===== src/rtl/i2cs_ram_pkg.sv =====
// Shared types and default widths for the I2C-slave mailbox RAM port controller.
package i2cs_ram_pkg;

  localparam int I2CS_ADDR_W = 8;
  localparam int I2CS_DATA_W = 8;

  typedef enum logic [2:0] {
    ST_IDLE    = 3'd0,
    ST_PTR     = 3'd1,
    ST_WR      = 3'd2,
    ST_RD_LOAD = 3'd3,
    ST_RD_HOLD = 3'd4
  } state_e;

endpackage


===== src/rtl/i2cs_ram_ptr.sv =====
// Loadable wrapping up-counter holding the mailbox RAM pointer; load beats inc.
module i2cs_ram_ptr
  import i2cs_ram_pkg::*;
#(
  parameter int W = I2CS_ADDR_W
) (
  input  logic         clk_i,
  input  logic         rst_ni,
  input  logic         load_i,
  input  logic         inc_i,
  input  logic [W-1:0] load_val_i,
  output logic [W-1:0] value_o
);

  logic [W-1:0] r_value;

  // Pointer register: the natural W-bit rollover gives the modulo-2**W wrap.
  always_ff @(posedge clk_i or negedge rst_ni) begin
    if (!rst_ni) begin
      r_value <= '0;
    end else if (load_i) begin
      r_value <= load_val_i;
    end else if (inc_i) begin
      r_value <= r_value + {{(W-1){1'b0}}, 1'b1};
    end else begin
      r_value <= r_value;
    end
  end

  assign value_o = r_value;

endmodule


===== src/rtl/i2cs_ram_port_ctrl.sv =====
// Bridges I2C-slave byte events to the 256x8 mailbox RAM (pointer byte, then data bytes).
// Optional write protection of addresses >= WP_BASE is enabled by defining I2CS_RAM_WP_EN.
module i2cs_ram_port_ctrl
  import i2cs_ram_pkg::*;
#(
  parameter int              ADDR_W  = I2CS_ADDR_W,
  parameter int              DATA_W  = I2CS_DATA_W,
  parameter logic [ADDR_W-1:0] WP_BASE = 8'hF0
) (
  input  logic              clk_i,
  input  logic              rst_ni,
`ifdef I2CS_RAM_WP_EN
  input  logic              wp_i,
  output logic              wp_hit_o,
`endif
  input  logic              xfer_start_i,
  input  logic              xfer_dir_i,
  input  logic              xfer_stop_i,
  input  logic              rx_valid_i,
  input  logic [DATA_W-1:0] rx_data_i,
  output logic              rx_ready_o,
  input  logic              tx_req_i,
  output logic              tx_valid_o,
  output logic [DATA_W-1:0] tx_data_o,
  output logic              tx_underrun_o,
  output logic              ram_wr_en_o,
  output logic [ADDR_W-1:0] ram_wr_addr_o,
  output logic [DATA_W-1:0] ram_wr_data_o,
  output logic [ADDR_W-1:0] ram_rd_addr_o,
  input  logic [DATA_W-1:0] ram_rd_data_i,
  output logic [ADDR_W-1:0] ptr_o,
  output logic              busy_o
);

  state_e            r_state;
  state_e            w_next;
  logic [ADDR_W-1:0] w_ptr;
  logic [DATA_W-1:0] r_tx_data;
  logic              r_tx_valid;
  logic              r_underrun;
  logic              w_evt_ok;
  logic              w_ptr_load;
  logic              w_rx_wr;
  logic              w_tx_take;
  logic              w_tx_under;
  logic              w_wp_block;

  // Transfer framing always overrides a data event arriving in the same cycle.
  assign w_evt_ok   = !xfer_start_i && !xfer_stop_i;
  assign w_ptr_load = w_evt_ok && rx_valid_i && (r_state == ST_PTR);
  assign w_rx_wr    = w_evt_ok && rx_valid_i && (r_state == ST_WR);
  assign w_tx_take  = w_evt_ok && tx_req_i && (r_state == ST_RD_HOLD);
  assign w_tx_under = w_evt_ok && tx_req_i &&
                      ((r_state == ST_RD_LOAD) || (r_state == ST_IDLE));

`ifdef I2CS_RAM_WP_EN
  logic r_wp_hit;

  assign w_wp_block = wp_i && (w_ptr >= WP_BASE);

  // One-cycle flag for every data byte dropped by write protection.
  always_ff @(posedge clk_i or negedge rst_ni) begin
    if (!rst_ni) begin
      r_wp_hit <= 1'b0;
    end else begin
      r_wp_hit <= w_rx_wr && w_wp_block;
    end
  end

  assign wp_hit_o = r_wp_hit;
`else
  assign w_wp_block = 1'b0;
`endif

  i2cs_ram_ptr #(.W(ADDR_W)) u_ptr (
    .clk_i      (clk_i),
    .rst_ni     (rst_ni),
    .load_i     (w_ptr_load),
    .inc_i      (w_rx_wr || w_tx_take),
    .load_val_i (rx_data_i[ADDR_W-1:0]),
    .value_o    (w_ptr)
  );

  // State register.
  always_ff @(posedge clk_i or negedge rst_ni) begin
    if (!rst_ni) begin
      r_state <= ST_IDLE;
    end else begin
      r_state <= w_next;
    end
  end

  // Next-state logic: start beats stop, both beat byte-level events.
  always_comb begin
    w_next = r_state;
    if (xfer_start_i) begin
      w_next = xfer_dir_i ? ST_RD_LOAD : ST_PTR;
    end else if (xfer_stop_i) begin
      w_next = ST_IDLE;
    end else begin
      case (r_state)
        ST_PTR:     w_next = rx_valid_i ? ST_WR : ST_PTR;
        ST_RD_LOAD: w_next = ST_RD_HOLD;
        ST_RD_HOLD: w_next = tx_req_i ? ST_RD_LOAD : ST_RD_HOLD;
        default:    w_next = r_state;
      endcase
    end
  end

  // State-decoded outputs.
  always_comb begin
    busy_o     = 1'b1;
    rx_ready_o = 1'b0;
    case (r_state)
      ST_IDLE:       busy_o     = 1'b0;
      ST_PTR, ST_WR: rx_ready_o = 1'b1;
      default:       rx_ready_o = 1'b0;
    endcase
  end

  // Transmit byte holding register; tx_data keeps its last value once invalid.
  always_ff @(posedge clk_i or negedge rst_ni) begin
    if (!rst_ni) begin
      r_tx_valid <= 1'b0;
      r_tx_data  <= '0;
      r_underrun <= 1'b0;
    end else begin
      r_underrun <= w_tx_under;
      if (!w_evt_ok) begin
        r_tx_valid <= 1'b0;
      end else if (r_state == ST_RD_LOAD) begin
        r_tx_valid <= 1'b1;
        r_tx_data  <= ram_rd_data_i;
      end else if (w_tx_take) begin
        r_tx_valid <= 1'b0;
      end else begin
        r_tx_valid <= r_tx_valid;
      end
    end
  end

  assign ram_wr_en_o   = w_rx_wr && !w_wp_block;
  assign ram_wr_addr_o = w_ptr;
  assign ram_wr_data_o = rx_data_i;
  assign ram_rd_addr_o = w_ptr;
  assign ptr_o         = w_ptr;
  assign tx_valid_o    = r_tx_valid;
  assign tx_data_o     = r_tx_data;
  assign tx_underrun_o = r_underrun;

endmodule


===== config.mk =====
export PLATFORM = sky130hd
export DESIGN_NAME = i2cs_ram_port_ctrl
export DESIGN_NICKNAME = d
export VERILOG_FILES = /design/src/rtl/i2cs_ram_pkg.sv /design/src/rtl/i2cs_ram_ptr.sv /design/src/rtl/i2cs_ram_port_ctrl.sv
export SDC_FILE = /design/constraint.sdc
export NUM_CORES = 1
export LEC_CHECK = 0
export ABC_AREA = 0
export ABC_CLOCK_PERIOD_IN_PS = 1600
export BUFFER_PORTS_ARGS = -buffer_cell sky130_fd_sc_hd__buf_4
export CORE_MARGIN = 5
export CORE_UTILIZATION = 41
export CTS_CLUSTER_SIZE = 30
export DETAILED_ROUTE_END_ITERATION = 8
export HOLD_SLACK_MARGIN = 0.05
export MAX_ROUTING_LAYER = met4
export PLACE_DENSITY = 0.76
export SYNTH_ARGS = -nofsm -noshare
export SYNTH_HDL_FRONTEND = slang
export SYNTH_SLANG_ARGS = --single-unit

===== constraint.sdc =====
create_clock -name clk_i -period 1.6 [get_ports clk_i]
set_input_delay 0.32 -clock clk_i [delete_from_list [all_inputs] [get_ports clk_i]]
set_output_delay 0.32 -clock clk_i [all_outputs]
set_load 0.01 [all_outputs]

# == Yosys cells after proc, flatten, opt, wreduce, memory -nomap -nowiden ==
# Index checks and enable logic that the tools add are counted.
# classes
bitwise,0
reduce_logical,16
n_mux,13
addsub,1
div_mod_pow,0
eq_ne,5
n_lt_le_gt_ge,0
mul,0
shifts,0
# op_table
cell,count
$mux 8,2
$mux 3,3
$pmux 3 s3,1
$add 8x1->8 const B,1
$logic_and 1x1->1,7
$eq 3x2->1 const B,2
$mux 1,5
$reduce_bool 5->1,1
$mux 2,2
$eq 3x1->1 const B,1
$eq 3x3->1 const B,1
$logic_not 3->1,1
$ne 3x1->1 const B,1
$logic_not 1->1,2
$logic_or 1x1->1,2
$reduce_and 2->1,1
$reduce_bool 2->1,1
$reduce_or 2->1,1
# word_totals
regBits,21
wordCells,40
latchBits,0
ramBits,0
input_bits,23
memories,0
mem_bits_ro,0
out_inout_bits,45

# == Logic depth before layout (Yosys ltp) ==
# Gate-level depths: netlist (run 1).
# depth
depth_word,7
mapped_depth,6
mapped_depth_nobuf,5

# == Modules after synthesis ==
# A second synthesis (run 1) with hierarchy kept.
# hier_totals
hier_cells,130
area_unflattened_um2,1270.0
# modules_own_cells
module,n_inst,area_per_inst_um2,cells_each
i2cs_ram_port_ctrl,1,819.5,81
i2cs_ram_ptr,1,450.4,49

# == Worst setup path before layout (run 1) ==
# No wires, ideal clock.
# synth_timing
path_type,input to register
startpoint,input port xfer_stop_i
endpoint,"register r_tx_data[0], in the netlist tx_data_o[0]"
arrival_ns,1.360
path_slack_ns,0.112
path_buffers,2
stages,5
setup_ns,0.128
path_cell_list,buf_2 -> nor3_1 -> and3_1 -> buf_2 -> mux2_1
# synth_between
elab_chain_cells,3
# synth_lines
item,line_no,rtl
"start, declared",i2cs_ram_port_ctrl.sv:18,"input logic xfer_stop_i,"
$logic_not 1->1,i2cs_ram_port_ctrl.sv:49,assign w_evt_ok = !xfer_start_i && !xfer_stop_i;
$logic_and 1x1->1,i2cs_ram_port_ctrl.sv:49,
$reduce_and 2->1 (no source line),-,
"end signal, assigned",i2cs_ram_port_ctrl.sv:133,r_tx_data <= ram_rd_data_i;
"end, declared",i2cs_ram_port_ctrl.sv:38,logic [DATA_W-1:0] r_tx_data;
# No other way between the ends.
# A chain may end at the register's enable or synchronous reset.

# == Worst setup path after layout (run 1) ==
# layout_timing
startpoint,register r_state[2]
endpoint,output port busy_o
# layout_between
elab_chain_cells,2
# layout_lines
item,line_no,rtl
"start, declared",i2cs_ram_port_ctrl.sv:35,state_e r_state;
"start signal, assigned",i2cs_ram_port_ctrl.sv:89,r_state <= w_next;
$logic_not 3->1,i2cs_ram_port_ctrl.sv:114,case (r_state)
$mux 1,i2cs_ram_port_ctrl.sv:114,
"end, declared",i2cs_ram_port_ctrl.sv:32,output logic busy_o
# No other way between the ends.

==> out/qor.yml, run 1 <==
outcome:
  status: "finished, violations left"
  failed_checks: "negative setup slack"
synthesis:
  synthCells: 131
  synth_warnings: 0
  ys_ff_latch: 21
  synth_cell_type_count: 42
  synth_ff_type: "dfrtp_1"
  netlist_area_um2: 1325
  avgSynthCellArea_um2: 10.11
  syn-num-nets: 155
  synth-seq-area-share: 0.3966
  synth_edf_count: 0
  synthArstFlopShare: 1.000
timing:
  setup_viol: 3
  fin_crit_sh: 1.063
  hold_viol: 0
  skew_ns: 0.007479
  drv_slew: 0
  rsz0062_at_grt: "true"
  setup_slack_ns: -0.1009
  clock.fmax_mhz: 587.9
  relSlewSlack: 0.7839
  worst_pin_slew_ns: 0.3159
  layout_min_cycle_time_ns: 1.701
clocking:
  htree_levels: 1
  cts_root_buffer: "clkbuf_4"
  max-clock-path-buffers: 2
  cts_tree: "built"
  clock-sinks: 21
  numCtsBuffers: 3
  clk_latency_ns: 0.31
  clk_pin_slew_ns: 0.12
layout:
  syn_to_final_growth_pct: 46.65
  insertedDiodeCount: 0
  multi_input_area_um2: 651.9
  fillers: 244
  stdcell_area_um2: 1943
  final_cell_mix: "buf_4, dfrtp_1, mux2_1, nand2_1, buf_6"
  fin_cells: 234
  mostFrequentLayoutCell: "buf_4"
  nNetsFinal: 215
  final-seq-area_um2: 528.0
  drive_gt1_frac: 0.5684
critical_path:
  critPathKind: "flip-flop to output pin"
  crit_slowest_cell: "dfrtp_2"
  critPathMaxStageDelay_ns: 0.46
  critPathArrivalTime_ns: 1.38
  setup.worst_path.end_class: "output pin"
  crit_top_cell: "buf_6"
  start_kind: "flip-flop"
  crit_fanout: 4
  required_ns: 1.28
  cp_cell_sequence: "buf_6 > or3_4 > buf_6"
power_and_ir_drop:
  pwr-share-seq: 0.378
  leakagePower_nw: 0.9548
  switching_power_uw: 831.9
  p_int_mw: 1.400
  power_frac_comb: 0.505
  vdd_drop_max_v: 0.0007071
  cellPowerDensity_nw_per_um2: 1149
  p_clk_frac: 0.117
  switching_share: 0.3727
routing:
  drt-pass1-iter-count: 6
  routed_wl_mm: 3.713
  vias: 1216
  drc: 0
  first_iter_violations: 26
  wl_per_cell_um: 15.87
  ant_nets: 0
  viasPerCell: 5.197
placed_design:
  portBuffers: 67
  gp_congestion: 0.8422
  place_ws_ns: 0.02947
  dpl-instance-area_um2: 1748
  hpwl_mm: 2.728
  dp.cells: 222
die:
  die_x_um: 66.85
  core_area_um2: 3078
  start_util: 0.4305
  fp.dieArea_um2: 4469
  die_y_um: 66.85
  pin_count: 68
  fp-row-count: 20
grt:
  antenna_found_initial: 0
  grt_usage: 0.1636
  grt_max_degree: 22
  grt_pass1_wl_mm: 5.423
  grt_overflow: 0
  grt_pass1_vias: 1191
hold_path:
  hp-class: "input pin to flip-flop"
run:
  maxCapViolations: 0
Yosys cell counts, types with 2 or more instances:
cell / instances / area, um2
nand3_1: 3 / 15.01
buf_4: 24 / 180.2
mux2i_1: 5 / 50.05
o31ai_1: 2 / 15.01
buf_2: 6 / 30.03
o21ai_1: 3 / 15.01
nand4_1: 2 / 12.51
inv_1: 4 / 15.01
a22oi_1: 3 / 22.52
a21oi_1: 7 / 35.03
mux2_1: 8 / 90.09
nor3_1: 3 / 15.01
and3_1: 3 / 18.77
a2bb2oi_1: 3 / 26.28
dfrtp_1: 21 / 525.5
nand2_1: 5 / 18.77
nor2_1: 4 / 15.01
critical path: cells and delay by family (launching register included):
family / cells / cell delay (ns)
flip-flops: 1 / 0.46
AND/OR/NAND/NOR: 1 / 0.36
buffers and inverters: 2 / 0.26
power by group through the flow:
| stage | clock [mW] | sequential, mW | combinational (mW) |
|---|---|---|---|
| 2_1_floorplan | 0 | 0.893 | 0.591 |
| 3_3_place_gp | 0 | 0.835 | 1.05 |
| 3_5_place_dp | 0 | 0.860 | 1.07 |
| 4_1_cts | 0.268 | 0.843 | 1.10 |
| 5_1_grt | 0.284 | 0.878 | 1.22 |
| 6_report | 0.261 | 0.844 | 1.13 |
worst paths after layout:
path | cells after the start | endpoint | slack [ns] | startpoint
max | 3 | busy_o | -0.10 | r_state[2]
min | 2 | tx_data_o[3] | 0.22 | ram_rd_data_i[3]
max reg2reg | 5 | u_ptr.value_o[3] | -0.02 | r_state[1]
min reg2reg | 1 | tx_data_o[7] | 0.50 | tx_data_o[7]
max in group asynchronous | 2 | r_state[0] | 0.95 | rst_ni
min in group asynchronous | 2 | tx_data_o[4] | 0.41 | rst_ni
layout make-up:
cell class / instances / area share
clock buffer: 4 / 0.01352
inverter: 4 / 0.007727
multi-input combinational: 75 / 0.3355
sequential: 21 / 0.2717
tap: 44 / 0.02833
timing repair buffer: 86 / 0.3432
registers in the layout, summed over array words and instances (netlist names):
name and count:
u_ptr.value_o 8, tx_underrun_o 1, tx_data_o 8, r_state 3, tx_valid_o 1
logic make-up after synthesis:
logic type / Yosys count / synth area share
muxes: 13 / 0.1058
adders and majority gates: 1 / 0.009441
AOI/OAI and AO/OA: 27 / 0.1417
and+or+nand+nor: 31 / 0.1520
xor gates and xnor gates: 2 / 0.01322
DFF: 21 / 0.3966
buffers and inverters: 36 / 0.1813
through the flow:
step	power, mW	util	TNS (ns)	hold WS [ns]
after floorplan	1.484	-	0	0.02441
after global placement	1.888	0.5679	0	0.2169
after detailed placement	1.930	0.5679	0	0.2215
after CTS	2.207	0.5967	-0.2489	0.2180
after global routing	2.384	0.6313	-0.8984	0.2146
final	2.232	0.6313	-0.1671	0.2182
routing by layer:
metal | vias to the layer above | part of all wire | wire length, um | track usage
met4 | 0 | 0.021 | 78 | 0.07342
met2 | 55 | 0.52 | 1931 | 0.2908
met1 | 580 | 0.39 | 1431 | 0.1792
met5 | - | 0 | 0 | -
li1 | 569 | - | - | -
met3 | 12 | 0.073 | 271 | 0.02530
repair_timing:
action,4_1_cts,5_1_grt
buffers inserted,6,1
endpoints found under the hold margin,21,0
gates resized for setup,5,18
hold buffers,1,0
pin swaps,3,11
setup endpoints to repair,3,19
cloned,0,1
Note: power is estimated with default switching activity, not from simulation.
==> inputs of run 2 (changes only) <==
Settings changed: CTS_CLUSTER_SIZE 30 to 40, GPL_TIMING_DRIVEN set to 0, RECOVER_POWER set to 100.
==> run 2 against run 1 <==
- largest power group unchanged
- critical path depth unchanged
- worst setup slack got worse by 0.0024 ns
- global-route usage increased by 0.57 points
- sequential share of layout area decreased by 1.4 points
- final cell count increased by 9.0%
- the flow still finishes with violations (negative setup slack)
- critical path type unchanged
- final area increased by 5.0%
- clock skew about the same
==> out/qor.yml, run 2 (same netlist as run 1, synthesis figures left out) <==
outcome:
  status: "finished, violations left"  # unchanged
  failed_checks: "negative setup slack"  # unchanged
hold_path:
  hold_depth: 2  # unchanged
  hp-class: "input pin to flip-flop"  # unchanged
layout:
  insertedDiodeCount: 0  # unchanged
  nNetsFinal: 236  # was 215
  syn_to_final_growth_pct: 53.92  # was 46.65%
  final_cell_mix: "buf_4, dfrtp_1, mux2_1, clkbuf_1"  # was buf_4, dfrtp_1, mux2_1, nand2_1, buf_6
  fin_cells: 255  # was 234
  mostFrequentLayoutCell: "buf_4"  # unchanged
  drive_gt1_frac: 0.5498  # was 0.5684
  finish.utilization: 0.6626  # was 0.6313
clocking:
  cts_root_buffer: "clkbuf_4"  # unchanged
  clock-sinks: 21  # unchanged
  htree_levels: 1  # unchanged
  numCtsBuffers: 3  # unchanged
  max-clock-path-buffers: 2  # unchanged
  clk_latency_ns: 0.31  # about the same
  clk_pin_slew_ns: 0.12  # about the same
  cts_tree: "built"  # unchanged
placed_design:
  hpwl_mm: 2.728  # about the same
  place_ws_ns: -0.06452  # was 0.02947 ns
  portBuffers: 65  # was 67
  gp_congestion: 0.9108  # was 0.8422
  dp.cells: 240  # was 222
power_and_ir_drop:
  cellPowerDensity_nw_per_um2: 1181  # was 1149 nW/um2
  p_clk_frac: 0.106  # was 0.117
  power_frac_comb: 0.538  # was 0.505
  switching_share: 0.3594  # was 0.3727
  vdd_drop_max_v: 0.0007741  # was 0.0007071 V
  fin_total_pwr_mw: 2.409  # was 2.232 mW
  switching_power_uw: 865.6  # was 831.9 uW
  p_int_mw: 1.543  # was 1.400 mW
  leakagePower_nw: 1.037  # was 0.9548 nW
  pwr-share-seq: 0.355  # was 0.378
die:
  core_area_um2: 3078  # unchanged
  fp.dieArea_um2: 4469  # unchanged
  fp-row-count: 20  # unchanged
  pin_count: 68  # unchanged
  start_util: 0.4305  # unchanged
  die_x_um: 66.85  # unchanged
  die_y_um: 66.85  # unchanged
grt:
  antenna_found_initial: 0  # unchanged
  grt_overflow: 0  # unchanged
  grt_usage: 0.1693  # was 0.1636
  grt_pass1_vias: 1246  # was 1191
  grt_pass1_wl_mm: 5.664  # was 5.423 mm
  grt_max_degree: 22  # unchanged
critical_path:
  cp.depth: 3  # unchanged
  critPathBufInv: 2  # unchanged
  start_kind: "flip-flop"  # unchanged
  critPathKind: "flip-flop to output pin"  # unchanged
  crit_top_cell: "buf_6"  # unchanged
  critPathCapture: "busy_o"  # unchanged
  crit_family: "flip-flops"  # unchanged
  crit_slowest_cell: "dfrtp_1"  # was dfrtp_2
  r2r_slack_ns: -0.03  # was -0.02 ns
  required_ns: 1.28  # about the same
  r2r-end: "u_ptr.value_o[4]"  # was u_ptr.value_o[3]
  setup.worst_path.end_class: "output pin"  # unchanged
  cp-startpoint: "r_state[2]"  # unchanged
  r2r-start: "r_state[2]"  # was r_state[1]
  ff2ff_path_depth: 5  # unchanged
  cp_cell_sequence: "buf_6 > or3_4 > buf_6"  # unchanged
  critPathArrivalTime_ns: 1.38  # about the same
  critPathMaxStageDelay_ns: 0.45  # was 0.46 ns
  crit_fanout: 3  # was 4
routing:
  vias: 1289  # was 1216
  drc: 0  # unchanged
  drt-pass1-iter-count: 5  # was 6
  ant_nets: 0  # unchanged
  viasPerCell: 5.055  # was 5.197
  wl_per_cell_um: 14.62  # was 15.87 um
  first_iter_violations: 31  # was 26
  routed_wl_mm: 3.729  # was 3.713 mm
timing:
  worst_pin_slew_ns: 0.5064  # was 0.3159 ns
  hold_viol: 0  # unchanged
  setup_slack_ns: -0.1034  # was -0.1009 ns
  holdWs_ns: 0.2154  # was 0.2182 ns
  clock.fmax_mhz: 587.1  # was 587.9 MHz
  layout_min_cycle_time_ns: 1.703  # was 1.701 ns
  rsz0062_at_grt: "true"  # unchanged
  drv_slew: 0  # unchanged
  fin_crit_sh: 1.065  # was 1.063
  relSlewSlack: 0.6624  # was 0.7839
  setup_viol: 8  # was 3
  skew_ns: 0.007552  # was 0.007479 ns
run:
  maxCapViolations: 0  # unchanged
run 2: changes by cell type in the layout (fill, tap and decap cells not counted), sizes merged:
cell / previous run / this run
buf: 85 / 98
clkbuf: 4 / 12
clkinv: 0 / 1
or3: 3 / 2
run 2: per-layer routing:
metal	wire length [um]	part of all wire	vias to the layer above	global-route usage
li1	-	-	609	-
met5	0	0	-	-
met3	225	0.060	5	0.02024
met2	1986	0.53	54	0.3020
met4	25	0.0067	0	0.06329
met1	1492	0.40	621	0.1935
run 2: worst min-delay path by stage:
stage          slack, ns              from               end
2_1_floorplan       0.02            rst_ni        r_state[0]
3_3_place_gp        0.22            rst_ni  u_ptr.value_o[6]
5_1_grt             0.20  ram_rd_data_i[7]      tx_data_o[7]
4_1_cts             0.21  ram_rd_data_i[7]      tx_data_o[7]
3_5_place_dp        0.22            rst_ni  u_ptr.value_o[5]
6_report            0.22  ram_rd_data_i[7]      tx_data_o[7]
run 2: power groups by stage:
stage	clock, mW	combinational [mW]	sequential (mW)
finish	0.256	1.30	0.856
global route	0.291	1.40	0.894
CTS	0.263	1.29	0.856
detailed placement	0	1.25	0.867
global placement	0	1.23	0.849
floorplan	0	0.591	0.893
run 2: worst reg2reg max path, delay by kind of cell, from the launching register on:
family	cells	cell delay [ns]
AND/OR/NAND/NOR	2	0.62
flip-flops	1	0.45
AO/OA/AOI/OAI	1	0.20
buffers and inverters	1	0.16
multiplexers	1	0.12
run 2: stage by stage:
stage | TNS [ns] | instance area, um2
floorplan | 0 | 1325
global placement | -0.1549 | 1868
detailed placement | -0.4635 | 1868
CTS | -0.4983 | 1984
global route | -0.9941 | 2039
finish | -0.2303 | 2039
run 2: layout make-up:
type	instances	area, um2
clock buffers	3	22.52
well taps	44	55.05
repair buffers	76	548.0
inverters	4	15.01
multi-input cells	74	623.1
plain buffers	32	245.2
flip-flops and latches	21	525.5
clock inverters	1	5.005
fillers	242	1039
run 2: timing repair:
| item | in CTS | in global routing |
|---|---|---|
| hold endpoints to repair | 21 | 0 |
| gates resized for setup | 10 | 11 |
| buffers inserted | 5 | 5 |
| pin swaps | 1 | 0 |
| setup endpoints to repair | 18 | 13 |
| hold buffers | 1 | 0 |
